[config.mk]
export PLATFORM = sky130hd
export DESIGN_NAME = hazard_ctrl
export DESIGN_NICKNAME = d
export VERILOG_FILES = /design/src/rtl/hazard_ctrl.sv
export SDC_FILE = /design/constraint.sdc
export NUM_CORES = 1
export LEC_CHECK = 0
export CELL_PAD_IN_SITES_DETAIL_PLACEMENT = 0
export CELL_PAD_IN_SITES_GLOBAL_PLACEMENT = 1
export CORE_MARGIN = 2
export CORE_UTILIZATION = 24
export CTS_BUF_LIST = sky130_fd_sc_hd__clkbuf_8 sky130_fd_sc_hd__clkbuf_16
export CTS_CLUSTER_SIZE = 25
export DETAILED_ROUTE_END_ITERATION = 8
export GPL_ROUTABILITY_DRIVEN = 0
export PLACE_DENSITY = 0.95
export SKIP_CTS_REPAIR_TIMING = 1
export SLEW_MARGIN = 20
export SYNTH_ARGS = -nofsm -noshare
export SYNTH_HDL_FRONTEND = slang
export SYNTH_SLANG_ARGS = --single-unit
[constraint.sdc]
create_clock -name clk -period 3.91 [get_ports clk]
set_input_delay 0.391 -clock clk [delete_from_list [all_inputs] [get_ports clk]]
set_output_delay 0.391 -clock clk [all_outputs]
set_load 0.05 [all_outputs]
[src/rtl/hazard_ctrl.sv]
// -----------------------------------------------------------------------------
// hazard_ctrl -- pipeline hazard controller for a 5-stage in-order core.
//
// Decides, each cycle, which pipeline registers (F/D/E/M/W) stall or flush.
// Events are ranked: MEM wait / MEM timeout, then MDU busy, then redirect,
// then load-use. Only the winning event acts; the others are re-evaluated on
// the next cycle.
//
// Parameters:
//   MEM_TIMEOUT  maximum MEM_WAIT-state cycles before the access is aborted
//                (1..255).
//
// Optional feature macro:
//   CTRL_PERF_CNT_EN  when defined, stall_cnt/redirect_cnt are live 32-bit
//                     wrapping counters; otherwise both ports read 0 and no
//                     counter flops exist.
//
// Ports:
//   clk                          sole clock, rising edge
//   rst                          asynchronous active-low reset
//   decode_i_rs1/_rs2 (+_ren)    ID source registers and read enables
//   regE_i_rd, regE_i_mem_read   EX destination register and load flag
//   exe_i_redirect               branch/jump taken in EX
//   exe_i_mdu_start, mdu_i_done  mul/div start pulse and completion
//   mem_i_req, mem_i_ready       MEM data access and acknowledge
//   ctrl_o_reg*_stall            hold the named pipeline register
//   ctrl_o_reg*_flash            flush the named pipeline register
//   ctrl_o_mem_err               one-cycle pulse after a MEM timeout abort
//   ctrl_o_state                 FSM state (0 RUN, 1 MDU_WAIT, 2 MEM_WAIT)
//   ctrl_o_stall_cnt             cycles with F stalled
//   ctrl_o_redirect_cnt          redirects acted upon
// -----------------------------------------------------------------------------
module hazard_ctrl #(
  parameter int unsigned MEM_TIMEOUT = 255
) (
  input  logic        clk,
  input  logic        rst,
  input  logic [4:0]  decode_i_rs1,
  input  logic [4:0]  decode_i_rs2,
  input  logic        decode_i_rs1_ren,
  input  logic        decode_i_rs2_ren,
  input  logic [4:0]  regE_i_rd,
  input  logic        regE_i_mem_read,
  input  logic        exe_i_redirect,
  input  logic        exe_i_mdu_start,
  input  logic        mdu_i_done,
  input  logic        mem_i_req,
  input  logic        mem_i_ready,
  output logic        ctrl_o_regF_stall,
  output logic        ctrl_o_regD_stall,
  output logic        ctrl_o_regE_stall,
  output logic        ctrl_o_regM_stall,
  output logic        ctrl_o_regD_flash,
  output logic        ctrl_o_regE_flash,
  output logic        ctrl_o_regM_flash,
  output logic        ctrl_o_regW_flash,
  output logic        ctrl_o_mem_err,
  output logic [1:0]  ctrl_o_state,
  output logic [31:0] ctrl_o_stall_cnt,
  output logic [31:0] ctrl_o_redirect_cnt
);

  typedef enum logic [1:0] {
    RUN      = 2'd0,
    MDU_WAIT = 2'd1,
    MEM_WAIT = 2'd2
  } state_e;

  // Counter value seen on the last allowed MEM_WAIT cycle.
  localparam logic [7:0] TIMEOUT_LAST_C = 8'(MEM_TIMEOUT - 1);

  state_e     state_r;
  state_e     state_nxt_s;
  logic [7:0] tcnt_r;
  logic       mem_err_r;

  logic in_run_s, in_mdu_s, in_mem_s;
  logic timeout_hit_s, memwait_s, mdubusy_s, loaduse_s;
  logic take_redirect_s;

  logic f_stall_s, d_stall_s, e_stall_s, m_stall_s;
  logic d_flash_s, e_flash_s, m_flash_s, w_flash_s;

  // One-hot view of the state; encoding 3 matches nothing and so behaves
  // like RUN without any event permitted to hold it there.
  always_comb begin
    in_run_s = 1'b0;
    in_mdu_s = 1'b0;
    in_mem_s = 1'b0;
    case (state_r)
      RUN:      in_run_s = 1'b1;
      MDU_WAIT: in_mdu_s = 1'b1;
      MEM_WAIT: in_mem_s = 1'b1;
      default: begin
        in_run_s = 1'b0;
        in_mdu_s = 1'b0;
        in_mem_s = 1'b0;
      end
    endcase
  end

  // Raw hazard conditions before prioritisation.
  always_comb begin
    timeout_hit_s = in_mem_s & (tcnt_r == TIMEOUT_LAST_C);
    memwait_s     = mem_i_req & ~mem_i_ready & ~timeout_hit_s;
    mdubusy_s     = (in_run_s & exe_i_mdu_start & ~mdu_i_done) |
                    (in_mdu_s & ~mdu_i_done);
    loaduse_s     = regE_i_mem_read & (regE_i_rd != 5'd0) &
                    ((decode_i_rs1_ren & (decode_i_rs1 == regE_i_rd)) |
                     (decode_i_rs2_ren & (decode_i_rs2 == regE_i_rd)));
  end

  // Priority resolution: exactly one event drives stalls/flushes and the
  // next state; a stalled register is never also flushed.
  always_comb begin
    f_stall_s       = 1'b0;
    d_stall_s       = 1'b0;
    e_stall_s       = 1'b0;
    m_stall_s       = 1'b0;
    d_flash_s       = 1'b0;
    e_flash_s       = 1'b0;
    m_flash_s       = 1'b0;
    w_flash_s       = 1'b0;
    take_redirect_s = 1'b0;
    state_nxt_s     = RUN;
    if (timeout_hit_s) begin
      // Abort: kill the MEM instruction and release the pipe.
      m_flash_s   = 1'b1;
      w_flash_s   = 1'b1;
      state_nxt_s = RUN;
    end else if (memwait_s) begin
      f_stall_s   = 1'b1;
      d_stall_s   = 1'b1;
      e_stall_s   = 1'b1;
      m_stall_s   = 1'b1;
      w_flash_s   = 1'b1;
      state_nxt_s = MEM_WAIT;
    end else if (mdubusy_s) begin
      f_stall_s   = 1'b1;
      d_stall_s   = 1'b1;
      e_stall_s   = 1'b1;
      m_flash_s   = 1'b1;
      state_nxt_s = MDU_WAIT;
    end else if (exe_i_redirect) begin
      d_flash_s       = 1'b1;
      e_flash_s       = 1'b1;
      take_redirect_s = 1'b1;
      state_nxt_s     = RUN;
    end else if (loaduse_s) begin
      // Hold the consumer in D and inject one bubble into E.
      f_stall_s   = 1'b1;
      d_stall_s   = 1'b1;
      e_flash_s   = 1'b1;
      state_nxt_s = RUN;
    end else begin
      state_nxt_s = RUN;
    end
  end

  // Output gating: reset holds every stall/flush low regardless of inputs.
  always_comb begin
    if (rst) begin
      ctrl_o_regF_stall = f_stall_s;
      ctrl_o_regD_stall = d_stall_s;
      ctrl_o_regE_stall = e_stall_s;
      ctrl_o_regM_stall = m_stall_s;
      ctrl_o_regD_flash = d_flash_s;
      ctrl_o_regE_flash = e_flash_s;
      ctrl_o_regM_flash = m_flash_s;
      ctrl_o_regW_flash = w_flash_s;
    end else begin
      ctrl_o_regF_stall = 1'b0;
      ctrl_o_regD_stall = 1'b0;
      ctrl_o_regE_stall = 1'b0;
      ctrl_o_regM_stall = 1'b0;
      ctrl_o_regD_flash = 1'b0;
      ctrl_o_regE_flash = 1'b0;
      ctrl_o_regM_flash = 1'b0;
      ctrl_o_regW_flash = 1'b0;
    end
  end

  // FSM state, MEM_WAIT cycle counter and registered timeout pulse.
  always_ff @(posedge clk or negedge rst) begin
    if (!rst) begin
      state_r   <= RUN;
      tcnt_r    <= 8'd0;
      mem_err_r <= 1'b0;
    end else begin
      state_r   <= state_nxt_s;
      mem_err_r <= timeout_hit_s;
      // Counter restarts at 0 on every entry and only advances while the
      // wait continues inside MEM_WAIT.
      if (in_mem_s && (state_nxt_s == MEM_WAIT)) begin
        tcnt_r <= tcnt_r + 8'd1;
      end else begin
        tcnt_r <= 8'd0;
      end
    end
  end

  assign ctrl_o_state   = state_r;
  assign ctrl_o_mem_err = mem_err_r;

`ifdef CTRL_PERF_CNT_EN
  logic [31:0] stall_cnt_r;
  logic [31:0] redirect_cnt_r;

  // Performance counters; both wrap naturally at 2^32.
  always_ff @(posedge clk or negedge rst) begin
    if (!rst) begin
      stall_cnt_r    <= 32'd0;
      redirect_cnt_r <= 32'd0;
    end else begin
      stall_cnt_r    <= stall_cnt_r + {31'd0, f_stall_s};
      redirect_cnt_r <= redirect_cnt_r + {31'd0, take_redirect_s};
    end
  end

  assign ctrl_o_stall_cnt    = stall_cnt_r;
  assign ctrl_o_redirect_cnt = redirect_cnt_r;
`else
  logic unused_perf_s;
  assign unused_perf_s       = take_redirect_s;
  assign ctrl_o_stall_cnt    = 32'd0;
  assign ctrl_o_redirect_cnt = 32'd0;
`endif

endmodule

==> results of run 1 <==
[cell usage in the layout (no fill, tap or decap), types with 2 or more instances in the layout]
cell / netlist / layout
conb_1: 1 / 64
or3_1: 2 / 2
xnor2_1: 3 / 3
dfrtp_1: 11 / 11
nand3_1: 4 / 4
clkbuf_8: 0 / 3
inv_1: 1 / 2
ha_1: 2 / 2
nor2_1: 15 / 15
xor2_1: 13 / 13
o21a_1: 2 / 2
nor4_1: 3 / 3
clkdlybuf4s50_1: 0 / 35
[cells in the mapped netlist (2+ instances only)]
library cell  count  area, sq um
xor2_1           13          114
nor4_1            3         18.8
xnor2_1           3         26.3
dfrtp_1          11          275
buf_4            65          488
ha_1              2         25.0
nor2_1           15         56.3
nand3_1           4         20.0
o21a_1            2         15.0
or3_1             2         12.5
[power by group]
part           switching [W]  leakage [nW]  total (W)  internal [W]
combinational       0.000179         0.499   0.000221     0.0000425
sequential        0.00000173         0.152   0.000117      0.000116
clock              0.0000410        0.0269   0.000110     0.0000688
total               0.000221         0.678   0.000448      0.000227
[per-layer routing]
layer  up-vias  wire length (microns)  global-route usage [%]
met5         -                      0                       0
met4         0                     19                    2.92
met3         2                    328                    3.04
met2        56                   1030                    12.4
met1       395                    802                    6.74
li1        419                      -                       -
[kinds of logic (layout without fill, tap and decap cells)]
group,count (synthesis),count (layout),synth area share [%]
adder cells (fa/ha/maj),2,2,2.03
flip-flops,11,11,22.4
other,1,64,0.305
XOR/XNOR,16,16,11.4
buffers and inverters,66,41,39.9
AO/OA/AOI/OAI,8,8,5.89
AND/OR/NAND/NOR,39,39,18.1
[critical path, cell delays in order (launching register included)]
cell             delay [ns]
dfrtp_1                0.42
inv_1                  0.06
ha_1                   0.20
nand3_1                0.15
o31ai_4                0.10
or3_1                  0.35
o22ai_1                0.20
clkdlybuf4s50_1        0.86
[metrics by stage]
stage                     cell area [sq um]  hold WS, ns  std cells  util (%)
after global routing                   1470        0.566        251      29.2
after floorplan                        1470       0.0954        206         -
after detailed placement               1430        0.533        247      28.3
after global placement                 1430        0.523        247      28.3
after CTS                              1470        0.541        251      29.2
final                                  1470        0.534        251      29.2
[final cells by class]
| type | count | area, sq um |
|---|---|---|
| flip-flops and latches | 11 | 275 |
| multi-input cells | 129 | 701 |
| clock inverters | 1 | 3.75 |
| repair buffers | 36 | 358 |
| well taps | 70 | 87.6 |
| inverters | 1 | 3.75 |
| fillers | 551 | 3570 |
| clock buffers | 3 | 41.3 |
[registers in the layout, indices dropped and copies added (netlist names)]
register        count
ctrl_o_state        2
tcnt_r              8
ctrl_o_mem_err      1
[final timing paths]
| path | to | startpoint | slack, ns |
|---|---|---|---|
| min in group asynchronous | tcnt_r[1] | rst | 0.63 |
| worst max-delay path | ctrl_o_regD_stall | tcnt_r[0] | 0.94 |
| worst min register to register | tcnt_r[0] | tcnt_r[0] | 0.53 |
| max in group asynchronous | ctrl_o_state[0] | rst | 3.12 |
| worst max register to register | tcnt_r[4] | tcnt_r[0] | 2.51 |
| worst min-delay path | tcnt_r[0] | tcnt_r[0] | 0.53 |
==> impl_metrics.csv, run 1 <==
group,metric,value,unit
job,max-cap-violations,0,
finish,syn2layout_area_growth,19.4,%
detailed_routing,via_per_inst,3.47,
detailed_routing,drtAntennaViolNets,0,
min_path,min_delay_path_depth,1,
power,vdd_drop_max,97.6,uV
die,coreArea,5040,sq um
detailed_routing,drt-wirelength-per-cell,8.69,microns
detailed_routing,vias,872,
die,rows,26,
sta,rsz0062_at_grt,"no",
global_routing,antenna_found_initial,0,
sta,fmaxAchievable,0.337,GHz
synth,synth.distinct_cells,33,
sta,finalMaxSlewViolations,0,
global_routing,grt_max_degree,14,
detailed_routing,drtIter0Drc,14,
clock_tree,cts_root_buffer,"clkbuf_8",
global_routing,grt_pass1_vias,666,
clock_tree,cts.sinks,11,
synth,async_flop_share,100,%
global_routing,grt_usage,6.83,%
placement,dp_hpwl,1940,microns
clock_tree,clock_latency,0.24,ns
clock_tree,clk_pin_slew,0.05,ns
sta,clock_skew,0.00278,ns
sta,finalSetupViolations,0,
power,power.density,305,nW/um^2
detailed_routing,routed_wl,2180,microns
synth,synth_flop_cell,"dfrtp_1",
setup_path,arrival,2.57,ns
setup_path,crit_type,"reg -> out",
clock_tree,cts_tree,"built",
sta,finalCriticalPeriod,2.97,ns
setup_path,worst-path-max-fanout,6,
finish,fin_nets,209,
sta,setup_slack,0.944,ns
min_path,hold_class,"reg -> reg",
synth,synth_cells,143,
setup_path,startpoint_type,"register",
setup_path,ff2ff_path_depth,6,
die,start_util,24.4,%
die,die_area,5720,sq um
sta,worstMarginPinSlew,0.520,ns
clock_tree,htree_levels,1,
sta,max_slew_margin,65.2,%
global_routing,grt_overflow,0,
setup_path,end_kind,"output port",
synth,synth_enable_flop_cells,0,
detailed_routing,dr.pass1.iters,3,
die,ios,100,
sta,final.setup.tns,0,ns
clock_tree,clk_path_buf_depth,2,
placement,dp_slack,0.923,ns
detailed_routing,drcViolationCount,0,
power,totalPowerFinal,0.000448,W
die,fp.dieW,75.6,microns
status,status,"completed",
synth,ys_seq_area_share,22.4,%
finish,antenna_cells,0,
synth,synth_area_per_cell,8.61,sq um
sta,fin_crit_sh,75.8,%
global_routing,grt_pass1_wl,2840,microns
clock_tree,numCtsBuffers,3,
finish,drive_gt1_share,5.52,%
power,leakagePower,0.678,nW
setup_path,required,3.52,ns
sta,hold_viol,0,
synth,netlist_area,1230,sq um
placement,place.port_buffers,35,
die,die_height,75.6,microns
synth,yosysWarnings,0,
synth,synth_seq_cells,11,
Power figures use the tool's default switching activity.
==> run 2, diff against run 1 <==
--- a/config.mk
+++ b/config.mk
@@ -8,12 +8,12 @@
 export CELL_PAD_IN_SITES_DETAIL_PLACEMENT = 0
 export CELL_PAD_IN_SITES_GLOBAL_PLACEMENT = 1
 export CORE_MARGIN = 2
-export CORE_UTILIZATION = 24
+export CORE_UTILIZATION = 22
 export CTS_BUF_LIST = sky130_fd_sc_hd__clkbuf_8 sky130_fd_sc_hd__clkbuf_16
 export CTS_CLUSTER_SIZE = 25
 export DETAILED_ROUTE_END_ITERATION = 8
 export GPL_ROUTABILITY_DRIVEN = 0
-export PLACE_DENSITY = 0.95
+export PLACE_DENSITY = 0.93
 export SKIP_CTS_REPAIR_TIMING = 1
 export SLEW_MARGIN = 20
 export SYNTH_ARGS = -nofsm -noshare
==> constraint.sdc (replaced) <==
create_clock -name clk -period 3 [get_ports clk]
set_input_delay 0.3 -clock clk [delete_from_list [all_inputs] [get_ports clk]]
set_output_delay 0.3 -clock clk [all_outputs]
set_load 0.05 [all_outputs]
==> run 2 against run 1 <==
Clock power grew 33%; power grew 33%; core utilization shrank 1.5 points; worst setup slack lost 0.59 ns; sequential power grew 31%; global-route usage shrank 0.051 points; highest routed layer unchanged.
==> impl_metrics.csv, run 2 (synthesis results as in run 1) <==
group,metric,value,unit
setup_path,ff2ff_path_depth,6,
sta,finalSetupViolations,0,
detailed_routing,vias,874,
detailed_routing,routed_wl,2190,microns
sta,clock_skew,0.00343,ns
global_routing,grt_usage,6.78,%
finish,layout_commonest_cell,"conb_1",
sta,fmaxAchievable,0.377,GHz
finish,fin_nets,210,
sta,finalMaxSlewViolations,0,
global_routing,antenna_found_initial,0,
die,die_area,6210,sq um
finish,largest_reg_flops,8,
job,max-cap-violations,0,
setup_path,crit_type,"reg -> out",
sta,hold_viol,0,
finish,n_fill_cell,592,
min_path,hold_class,"in -> async",
detailed_routing,drcViolationCount,0,
finish,largest-register,"tcnt_r",
sta,final.setup.tns,0,ns
die,start_util,22.6,%
die,ios,100,
sta,setup_slack,0.351,ns
sta,rsz0062_at_grt,"no",
global_routing,grt_overflow,0,
status,status,"completed",
finish,fin_area,1510,sq um
sta,fin_crit_sh,88.3,%
clock_tree,cts.sinks,11,
detailed_routing,dr.pass1.iters,4,
setup_path,required,2.70,ns
placement,place.port_buffers,35,
finish,mostFrequentLayoutCells,"conb_1, clkdlybuf4s50_1, nor2_1",
die,rows,27,
setup_path,startpoint_type,"register",
sta,finalCriticalPeriod,2.65,ns
clock_tree,numCtsBuffers,3,
die,die_height,78.8,microns
clock_tree,cts_tree,"built",
setup_path,arrival,2.35,ns
clock_tree,clock_latency,0.24,ns
placement,placed_cell_area,1460,sq um
power,vdd_drop_max,174,uV
detailed_routing,drtIter0Drc,21,
placement,dp_slack,0.493,ns
sta,worstMarginPinSlew,0.514,ns
clock_tree,cts_root_buffer,"clkbuf_8",
finish,syn2layout_area_growth,22.4,%
global_routing,grt_max_degree,9,
die,fp.dieW,78.8,microns
detailed_routing,drt-wirelength-per-cell,8.60,microns
power,leakagePower,0.700,nW
power,power.density,395,nW/um^2
clock_tree,clk_path_buf_depth,2,
placement,dp_hpwl,1940,microns
detailed_routing,drtAntennaViolNets,0,
finish,drive_gt1_share,9.34,%
clock_tree,htree_levels,1,
detailed_routing,via_per_inst,3.44,
setup_path,worst-path-max-fanout,6,
sta,max_slew_margin,65.6,%
setup_path,end_kind,"output port",
die,coreArea,5440,sq um
global_routing,grt_pass1_wl,3440,microns
finish,antenna_cells,0,
clock_tree,clk_pin_slew,0.05,ns
global_routing,grt_pass1_vias,791,
[run 2: cell count changes in the layout (fill, tap and decap cells not counted)]
| cell | delta |
|---|---|
| buf_4 | +3 |
| buf_12 | +3 |
| inv_1 | -1 |
| clkinv_2 | +1 |
| clkdlybuf4s50_1 | -5 |
[run 2: through the flow]
step                      utilization (%)  hold slack (ns)  instances  total power, W
after floorplan                         -          0.00441        206        0.000449
after global placement               26.8            0.524        250        0.000449
after detailed placement             26.8            0.530        250        0.000451
after CTS                            27.7            0.538        254        0.000600
after global routing                 27.7            0.544        254        0.000620
final                                27.7            0.525        254        0.000595
[run 2: final timing paths]
| path | from | end | slack [ns] |
|---|---|---|---|
| max | tcnt_r[0] | ctrl_o_regM_flash | 0.35 |
| min | rst | ctrl_o_state[1] | 0.52 |
| max reg2reg | tcnt_r[0] | tcnt_r[5] | 1.60 |
| min reg2reg | tcnt_r[7] | tcnt_r[7] | 0.54 |
| max in group asynchronous | rst | tcnt_r[3] | 2.34 |
| min in group clk | tcnt_r[7] | tcnt_r[7] | 0.54 |
[run 2: routing by layer]
| layer | vias up | GRT usage (%) | wire length, microns |
|---|---|---|---|
| met1 | 402 | 7.40 | 803 |
| met3 | 2 | 2.95 | 328 |
| li1 | 418 | - | - |
| met4 | 0 | 2.07 | 17 |
| met2 | 52 | 11.9 | 1040 |
| met5 | - | 0 | 0 |
[run 2: layout make-up]
class	count	area, sq um	area share, %
multi-input combinational	129	701	46.5
timing repair buffer	37	390	25.9
sequential	11	275	18.3
tap	72	90.1	5.98
clock buffer	3	41.3	2.74
clock inverter	1	5.00	0.332
inverter	1	3.75	0.249
[run 2: worst max-delay path: stages, from the launching register on]
cell and delay (ns):
dfrtp_1 0.43, inv_1 0.08, ha_1 0.14, nand3_1 0.13, or2_4 0.28, nor2_4 0.12
o21a_1 0.13, clkdlybuf4s50_1 0.79
[run 2: where the power goes]
| part | internal (W) | switching, W |
|---|---|---|
| Combinational | 0.0000613 | 0.000234 |
| Sequential | 0.000151 | 0.00000244 |
| Clock | 0.0000911 | 0.0000551 |
